File: src/rtl/gb_video_pkg.sv
// Shared definitions for the Game Boy video path.
//   frame_writer_state_e : states of ppu_frame_writer
//   GB_LCD_WIDTH/HEIGHT  : native LCD geometry
//   GB_PIXEL_BITS        : native pixel depth (2-bit shade)
//   fb_addr_width()      : framebuffer address width {bank?, y, x}
package gb_video_pkg;

    typedef enum logic [1:0] {
        IDLE,
        WAIT_VBLANK,
        ACTIVE,
        CLEAR
    } frame_writer_state_e;

    localparam int unsigned GB_LCD_WIDTH  = 160;
    localparam int unsigned GB_LCD_HEIGHT = 144;
    localparam int unsigned GB_PIXEL_BITS = 2;

    function automatic int unsigned fb_addr_width(input int unsigned double_buffer,
                                                  input int unsigned y_bits,
                                                  input int unsigned x_bits);
        return double_buffer + y_bits + x_bits;
    endfunction

endpackage

File: src/rtl/ppu_frame_writer_if.sv
// Framebuffer write bus.
//   fb_write_en   : write strobe
//   fb_write_addr : {bank?, y, x}
//   fb_write_data : pixel value
// master = frame writer (drives), slave = framebuffer RAM (receives).
interface ppu_frame_writer_if #(
    parameter int unsigned ADDR_W     = 17,
    parameter int unsigned PIXEL_BITS = 2
);
    logic                  fb_write_en;
    logic [ADDR_W-1:0]     fb_write_addr;
    logic [PIXEL_BITS-1:0] fb_write_data;

    modport master (output fb_write_en, output fb_write_addr, output fb_write_data);
    modport slave  (input  fb_write_en, input  fb_write_addr, input  fb_write_data);
endinterface

File: src/rtl/ppu_frame_writer.sv
// Converts the PPU pixel stream into framebuffer RAM writes.
// Ports:
//   clock, reset      : core clock, synchronous active-high reset
//   ppu_pixel/valid   : pixel stream
//   ppu_hblank/vblank : line/frame level markers (rising edges are events)
//   ppu_lcdEnable     : LCD on
//   fb                : framebuffer write bus (master)
//   front_buffer      : bank the video reader displays
//   frame_done        : one-cycle pulse per swap / completed frame
//   frame_count       : completed frames (wraps)
//   err_overflow      : sticky, pixel outside the visible area
//   err_short_frame   : sticky, vblank before all lines were seen
module ppu_frame_writer
    import gb_video_pkg::*;
#(
    parameter int unsigned         WIDTH            = GB_LCD_WIDTH,
    parameter int unsigned         HEIGHT           = GB_LCD_HEIGHT,
    parameter int unsigned         X_BITS           = 8,
    parameter int unsigned         Y_BITS           = 8,
    parameter int unsigned         PIXEL_BITS       = GB_PIXEL_BITS,
    parameter int unsigned         DOUBLE_BUFFER    = 1,
    parameter int unsigned         CLEAR_ON_DISABLE = 1,
    parameter logic [PIXEL_BITS-1:0] CLEAR_VALUE    = '0
) (
    input  logic                  clock,
    input  logic                  reset,
    input  logic [PIXEL_BITS-1:0] ppu_pixel,
    input  logic                  ppu_valid,
    input  logic                  ppu_hblank,
    input  logic                  ppu_vblank,
    input  logic                  ppu_lcdEnable,
    ppu_frame_writer_if.master    fb,
    output logic                  front_buffer,
    output logic                  frame_done,
    output logic [15:0]           frame_count,
    output logic                  err_overflow,
    output logic                  err_short_frame
);

    localparam int unsigned ADDR_W = fb_addr_width(DOUBLE_BUFFER, Y_BITS, X_BITS);

    // Counters are one bit wider than the address fields so they can hold WIDTH/HEIGHT.
    localparam logic [X_BITS:0] X_END  = (X_BITS + 1)'(WIDTH);
    localparam logic [X_BITS:0] X_LAST = (X_BITS + 1)'(WIDTH - 1);
    localparam logic [Y_BITS:0] Y_END  = (Y_BITS + 1)'(HEIGHT);

    localparam frame_writer_state_e DISABLE_STATE = (CLEAR_ON_DISABLE != 0) ? CLEAR : IDLE;

    frame_writer_state_e state_q, state_d;
    logic [X_BITS:0]       x_q, x_d;
    logic [Y_BITS:0]       y_q, y_d;
    logic                  hb_q, hb_prev_q, vb_q, vb_prev_q;
    logic                  front_q, front_d;
    logic                  done_q, done_d;
    logic [15:0]           count_q, count_d;
    logic                  eov_q, eov_d;
    logic                  esf_q, esf_d;
    logic                  wen_q, wen_d;
    logic [ADDR_W-1:0]     waddr_q, waddr_d;
    logic [PIXEL_BITS-1:0] wdata_q, wdata_d;

    logic hb_rise, vb_rise, back;

    assign hb_rise = hb_q & ~hb_prev_q;
    assign vb_rise = vb_q & ~vb_prev_q;
    assign back    = ~front_q;

    always_comb begin
        state_d = state_q;
        x_d     = x_q;
        y_d     = y_q;
        front_d = front_q;
        done_d  = 1'b0;
        count_d = count_q;
        eov_d   = eov_q;
        esf_d   = esf_q;
        wen_d   = 1'b0;
        waddr_d = waddr_q;
        wdata_d = wdata_q;

        unique case (state_q)
            IDLE: begin
                if (ppu_lcdEnable) state_d = WAIT_VBLANK;
            end

            WAIT_VBLANK: begin
                if (!ppu_lcdEnable) begin
                    state_d = DISABLE_STATE;
                    x_d     = '0;
                    y_d     = '0;
                end else if (vb_rise) begin
                    state_d = ACTIVE;
                    x_d     = '0;
                    y_d     = '0;
                end
            end

            ACTIVE: begin
                if (!ppu_lcdEnable) begin
                    state_d = DISABLE_STATE;
                    x_d     = '0;
                    y_d     = '0;
                end else begin
                    // Pixel is placed at the old (x,y) before any row advance this cycle.
                    if (ppu_valid) begin
                        if (x_q < X_END && y_q < Y_END) begin
                            wen_d   = 1'b1;
                            waddr_d = ADDR_W'({back, y_q[Y_BITS-1:0], x_q[X_BITS-1:0]});
                            wdata_d = ppu_pixel;
                            x_d     = x_q + 1'b1;
                        end else begin
                            eov_d = 1'b1;
                        end
                    end
                    if (hb_rise) begin
                        x_d = '0;
                        if (y_q < Y_END) y_d = y_q + 1'b1;
                    end
                    if (vb_rise) begin
                        if (y_q == Y_END) begin
                            if (DOUBLE_BUFFER != 0) front_d = ~front_q;
                            done_d  = 1'b1;
                            count_d = count_q + 16'd1;
                        end else begin
                            esf_d = 1'b1;
                        end
                        x_d = '0;
                        y_d = '0;
                    end else if (vb_q) begin
                        x_d = '0;
                        y_d = '0;
                    end
                end
            end

            CLEAR: begin
                // y reaching HEIGHT marks the sweep as finished; swap one cycle later.
                if (y_q < Y_END) begin
                    wen_d   = 1'b1;
                    waddr_d = ADDR_W'({back, y_q[Y_BITS-1:0], x_q[X_BITS-1:0]});
                    wdata_d = CLEAR_VALUE;
                    if (x_q == X_LAST) begin
                        x_d = '0;
                        y_d = y_q + 1'b1;
                    end else begin
                        x_d = x_q + 1'b1;
                    end
                end else begin
                    if (DOUBLE_BUFFER != 0) front_d = ~front_q;
                    done_d  = 1'b1;
                    x_d     = '0;
                    y_d     = '0;
                    state_d = ppu_lcdEnable ? WAIT_VBLANK : IDLE;
                end
            end

            default: state_d = IDLE;
        endcase
    end

    always_ff @(posedge clock) begin
        if (reset) begin
            state_q   <= IDLE;
            x_q       <= '0;
            y_q       <= '0;
            hb_q      <= 1'b0;
            hb_prev_q <= 1'b0;
            vb_q      <= 1'b0;
            vb_prev_q <= 1'b0;
            front_q   <= 1'b0;
            done_q    <= 1'b0;
            count_q   <= '0;
            eov_q     <= 1'b0;
            esf_q     <= 1'b0;
            wen_q     <= 1'b0;
            waddr_q   <= '0;
            wdata_q   <= '0;
        end else begin
            state_q   <= state_d;
            x_q       <= x_d;
            y_q       <= y_d;
            hb_q      <= ppu_hblank;
            hb_prev_q <= hb_q;
            vb_q      <= ppu_vblank;
            vb_prev_q <= vb_q;
            front_q   <= front_d;
            done_q    <= done_d;
            count_q   <= count_d;
            eov_q     <= eov_d;
            esf_q     <= esf_d;
            wen_q     <= wen_d;
            waddr_q   <= waddr_d;
            wdata_q   <= wdata_d;
        end
    end

    assign fb.fb_write_en   = wen_q;
    assign fb.fb_write_addr = waddr_q;
    assign fb.fb_write_data = wdata_q;
    assign front_buffer     = front_q;
    assign frame_done       = done_q;
    assign frame_count      = count_q;
    assign err_overflow     = eov_q;
    assign err_short_frame  = esf_q;

endmodule

File: src/flat_wrapper.sv
// flat-port wrapper written by rule: the top's interface ports become plain ports
module ppu_frame_writer_flat import gb_video_pkg::*;
#(
    parameter int unsigned         WIDTH            = GB_LCD_WIDTH,
    parameter int unsigned         HEIGHT           = GB_LCD_HEIGHT,
    parameter int unsigned         X_BITS           = 8,
    parameter int unsigned         Y_BITS           = 8,
    parameter int unsigned         PIXEL_BITS       = GB_PIXEL_BITS,
    parameter int unsigned         DOUBLE_BUFFER    = 1,
    parameter int unsigned         CLEAR_ON_DISABLE = 1,
    parameter logic [PIXEL_BITS-1:0] CLEAR_VALUE    = '0
)
  (clock, reset, ppu_pixel, ppu_valid, ppu_hblank, ppu_vblank, ppu_lcdEnable, front_buffer, frame_done, frame_count, err_overflow, err_short_frame, fb_fb_write_en, fb_fb_write_addr, fb_fb_write_data);
  ppu_frame_writer_if #(.ADDR_W(17), .PIXEL_BITS(PIXEL_BITS)) fb_i ();
  input  logic clock;
  input  logic reset;
  input  logic [PIXEL_BITS-1:0] ppu_pixel;
  input  logic ppu_valid;
  input  logic ppu_hblank;
  input  logic ppu_vblank;
  input  logic ppu_lcdEnable;
  output logic front_buffer;
  output logic frame_done;
  output logic [15:0] frame_count;
  output logic err_overflow;
  output logic err_short_frame;
  output wire logic [$bits(fb_i.fb_write_en)-1:0] fb_fb_write_en;
  output wire logic [$bits(fb_i.fb_write_addr)-1:0] fb_fb_write_addr;
  output wire logic [$bits(fb_i.fb_write_data)-1:0] fb_fb_write_data;
  assign fb_fb_write_en = fb_i.fb_write_en;
  assign fb_fb_write_addr = fb_i.fb_write_addr;
  assign fb_fb_write_data = fb_i.fb_write_data;
  ppu_frame_writer #(.WIDTH(WIDTH), .HEIGHT(HEIGHT), .X_BITS(X_BITS), .Y_BITS(Y_BITS), .PIXEL_BITS(PIXEL_BITS), .DOUBLE_BUFFER(DOUBLE_BUFFER), .CLEAR_ON_DISABLE(CLEAR_ON_DISABLE), .CLEAR_VALUE(CLEAR_VALUE)) u_core (.clock(clock), .reset(reset), .ppu_pixel(ppu_pixel), .ppu_valid(ppu_valid), .ppu_hblank(ppu_hblank), .ppu_vblank(ppu_vblank), .ppu_lcdEnable(ppu_lcdEnable), .fb(fb_i), .front_buffer(front_buffer), .frame_done(frame_done), .frame_count(frame_count), .err_overflow(err_overflow), .err_short_frame(err_short_frame));
endmodule
File: config.mk
export PLATFORM = sky130hd
export DESIGN_NAME = ppu_frame_writer_flat
export DESIGN_NICKNAME = d
export VERILOG_FILES = /design/src/rtl/gb_video_pkg.sv /design/src/rtl/ppu_frame_writer_if.sv /design/src/rtl/ppu_frame_writer.sv /design/src/flat_wrapper.sv
export SDC_FILE = /design/constraint.sdc
export NUM_CORES = 1
export LEC_CHECK = 0
export CAP_MARGIN = 10
export CELL_PAD_IN_SITES_DETAIL_PLACEMENT = 1
export CELL_PAD_IN_SITES_GLOBAL_PLACEMENT = 1
export CORE_MARGIN = 10
export CORE_UTILIZATION = 36
export DETAILED_ROUTE_END_ITERATION = 8
export PLACE_DENSITY_LB_ADDON = 0.1
export SYNTH_ARGS = -nofsm -noshare
export SYNTH_HDL_FRONTEND = slang
export SYNTH_SLANG_ARGS = --single-unit
File: constraint.sdc
create_clock -name clock -period 2.13 [get_ports clock]
set_input_delay 0.5325 -clock clock [delete_from_list [all_inputs] [get_ports clock]]
set_output_delay 0.5325 -clock clock [all_outputs]
set_load 0.05 [all_outputs]
==> metrics.txt <==
outcome complete, no violations; Post-synth top cells dfxtp_1, nand2_1, a21oi_1; CP Data Required Time 2.40 ns; CTS max path bufs 2; Pwr Total 0.00324 W; post-layout minimum cycle time 2.10 ns; critical path depth 7; Placed Area 0.00392 mm2; num ports 48; delay-heaviest family, CP simple AND/OR/NAND/NOR gates; CP endpoint u_core.y_q[5]$_SDFFE_PP0P_; Post-Route WL 8.72 mm; Slew headroom 63.5%; drt wl/cell 15.7 um; Setup WS post-layout 0.0285 ns; clock skew 0.00484 ns; initial drt markers 71; post-synth cell types 61; Min-Delay Path Class flop to flop; Final Max Slew Viols 0; layout cell share with drive strength beyond 1 22.3%; vias after detailed routing 2898; Mapped Nets 373; reg2reg end u_core.y_q[5]$_SDFFE_PP0P_; startpoint types flop; RSZ-0062 raised after global routing yes; ys async rst share 0%; Placeable Area 0.00826 mm2; Met3 Wirelength 426 um; Die Area 0.0127 mm2; DRC viols 0; most frequent cell after synthesis dfxtp_1; largest net degree at the start of global routing 26; Post-synth EDFFs 0; setup tns final 0 ns; post-route cell area 0.00414 mm2; synthesized area per cell 8.66 um2; ys flop type dfxtp_1; H-tree levels 3; first-pass GRT wire length 14.6 mm; Clock Root Buffer clkbuf_8; LEAKAGE 1.62 nW; total CTS buffers 9; Starting Density 37.3%; CP arrival 2.37 ns; Final Instance Count excl. Fillers 554; Syn-to-layout area delta 34.3%; Synth Cell Area 0.00308 mm2; diodes inserted 0; Reg2Reg Setup Slack 0.03 ns; CTS tree built; # Max-Cap Violations 0; Via density 5.23; Yosys top cell by area dfxtp_1; nets 464; Port Buf Inserts 47; total track usage 13.7%; Top Metal Used met4; peak supply drop 0.435 mV; Synth Register Bits 64; slowest CP cell or4b_1; Skew-Pair Late Insertion Delay 0.33 ns; Detailed Routing Iterations Pass 1 4; Post-Synthesis Cells 356; DR WL met2 4.09 mm; Yosys top cell area share 41.6%; fmax 476 MHz; Tcrit/Tclk final 98.7%; R2R depth 7; final setup fails 0; Cells after DPL 540; Seq/Total Area, Yosys 41.6%; num rows 33; vias in the first global route 2962; die width 113 um; Fill cells 998; Synth Warn # 0; grt ovf 0; max incr delay on CP 0.56 ns; clock slew at reported path FFs 0.06 ns; critical path cell sequence inv_2 > ha_4 > and3b_2 > a221oi_4 > o211ai_1 > or4b_1 > a21oi_1; Critical path buffers and inverters 1; crit path launch u_core.state_q[0]$_SDFFE_PP0P_; antenna-violating nets left 0; CP Capture Type flop; final hold vios 0; crit path max fanout 6; Crit Path Class flop to flop; initial antenna violation count 0; Setup WS pre-CTS -0.499 ns; placed wire-length estimate 6.56 mm; clock sink count 64; height of the die 113 um; worst-margin pin slew 0.548 ns; Post-Route M1 WL 4.10 mm; main area contributors after synthesis dfxtp_1, a21oi_1, nand2_1, ha_1, nor2_1; Power Density 782 mW/mm2; GPL Wtd Cong 0.833; Critical R2R Launch u_core.state_q[0]$_SDFFE_PP0P_
## worst reg2reg max path: cells and delay by family, from the launching register on
| family | cells | cell delay, ns |
|---|---|---|
| buf+inv | 1 | 0.05 |
| simple gates | 2 | 0.78 |
| compound gates | 3 | 0.70 |
| fa+ha+maj | 1 | 0.15 |
| flops | 1 | 0.35 |
## power by group
group          switching [W]  total [W]  internal [W]
logic               0.000583    0.00107      0.000482
registers          0.0000361    0.00128       0.00124
clock network       0.000427   0.000892      0.000465
## per-layer routing
| metal | vias to the layer above | track usage [%] |
|---|---|---|
| met2 | 50 | 22.8 |
| met5 | - | 0 |
| met1 | 1376 | 16.1 |
| met3 | 9 | 4.31 |
| li1 | 1463 | - |
| met4 | 0 | 4.82 |
## layout make-up
class                      count  area (um2)  share of cell area, %
sequential                    64        1290                   31.1
multi-input combinational    263        1690                   40.8
timing repair buffer          97         830                   20.0
inverter                      12        45.0                   1.09
clock buffer                  12         155                   3.75
tap                          105         131                   3.17
clock inverter                 1        5.00                  0.121
## worst min path at each step
stage	start	endpoint	cells after the start	slack [ns]
3_5_place_dp	u_core.fb.fb_write_addr[10]$_SDFFE_PP0P_	u_core.fb.fb_write_addr[10]$_SDFFE_PP0P_	2	0.45
3_3_place_gp	u_core.err_overflow$_SDFFE_PP0P_	u_core.err_overflow$_SDFFE_PP0P_	2	0.44
5_1_grt	u_core.fb.fb_write_addr[10]$_SDFFE_PP0P_	u_core.fb.fb_write_addr[10]$_SDFFE_PP0P_	2	0.48
4_1_cts	u_core.fb.fb_write_addr[10]$_SDFFE_PP0P_	u_core.fb.fb_write_addr[10]$_SDFFE_PP0P_	2	0.46
6_report	u_core.fb.fb_write_addr[10]$_SDFFE_PP0P_	u_core.fb.fb_write_addr[10]$_SDFFE_PP0P_	2	0.46
2_1_floorplan	u_core.hb_q$_SDFF_PP0_	u_core.hb_prev_q$_SDFF_PP0_	1	0.43
## flip-flops by register name, indices dropped and copies added (netlist names)
register,count
u_core.err_overflow,1
u_core.err_short_frame,1
u_core.fb.fb_write_addr,17
u_core.fb.fb_write_data,2
u_core.fb.fb_write_en,1
u_core.frame_count,16
u_core.frame_done,1
u_core.front_buffer,1
u_core.hb_prev_q,1
u_core.hb_q,1
u_core.state_q,2
u_core.vb_prev_q,1
u_core.vb_q,1
u_core.x_q,9
u_core.y_q,9
## through the flow
step / util, % / hold WS [ns]
after floorplan: - / 0.429
after global placement: 47.4 / 0.437
after detailed placement: 47.4 / 0.454
after CTS: 49.7 / 0.462
after global routing: 50.1 / 0.475
final: 50.1 / 0.459
## repair_timing
item	CTS	global route
hold buffers	0	0
setup buffers	1	0
gates resized for setup	8	11
endpoints found under the setup margin	5	14
pin swaps	5	7
## cells by family after synthesis
group | after synthesis | synth area share, %
AND/OR/NAND/NOR | 154 | 27.6
AO/OA/AOI/OAI | 89 | 18.9
flip-flops | 64 | 41.6
buffers and inverters | 29 | 4.99
adder cells (fa/ha/maj) | 9 | 3.65
XOR/XNOR | 8 | 2.27
multiplexers | 3 | 1.01
## cell usage in the layout (no fill, tap or decap), types with 3 or more instances in the layout
| master | synthesis | layout |
|---|---|---|
| nand3_1 | 18 | 18 |
| and3_1 | 7 | 7 |
| nand2_1 | 49 | 49 |
| a211oi_1 | 3 | 3 |
| xor2_1 | 3 | 3 |
| nor2_1 | 25 | 25 |
| xnor2_1 | 5 | 5 |
| a21oi_1 | 41 | 40 |
| nand4_1 | 7 | 7 |
| buf_4 | 2 | 59 |
| o211ai_1 | 8 | 8 |
| inv_1 | 12 | 11 |
| dfxtp_1 | 64 | 62 |
| a31oi_1 | 4 | 3 |
| nor2b_1 | 7 | 7 |
| clkbuf_8 | 0 | 11 |
| ha_1 | 9 | 8 |
| dlymetal6s2s_1 | 0 | 5 |
| or3_1 | 9 | 8 |
| and4_1 | 3 | 3 |
| o21ai_0 | 13 | 13 |
| o31ai_1 | 5 | 3 |
| clkdlybuf4s50_1 | 0 | 31 |
Note: power is estimated with default switching activity, not from simulation.
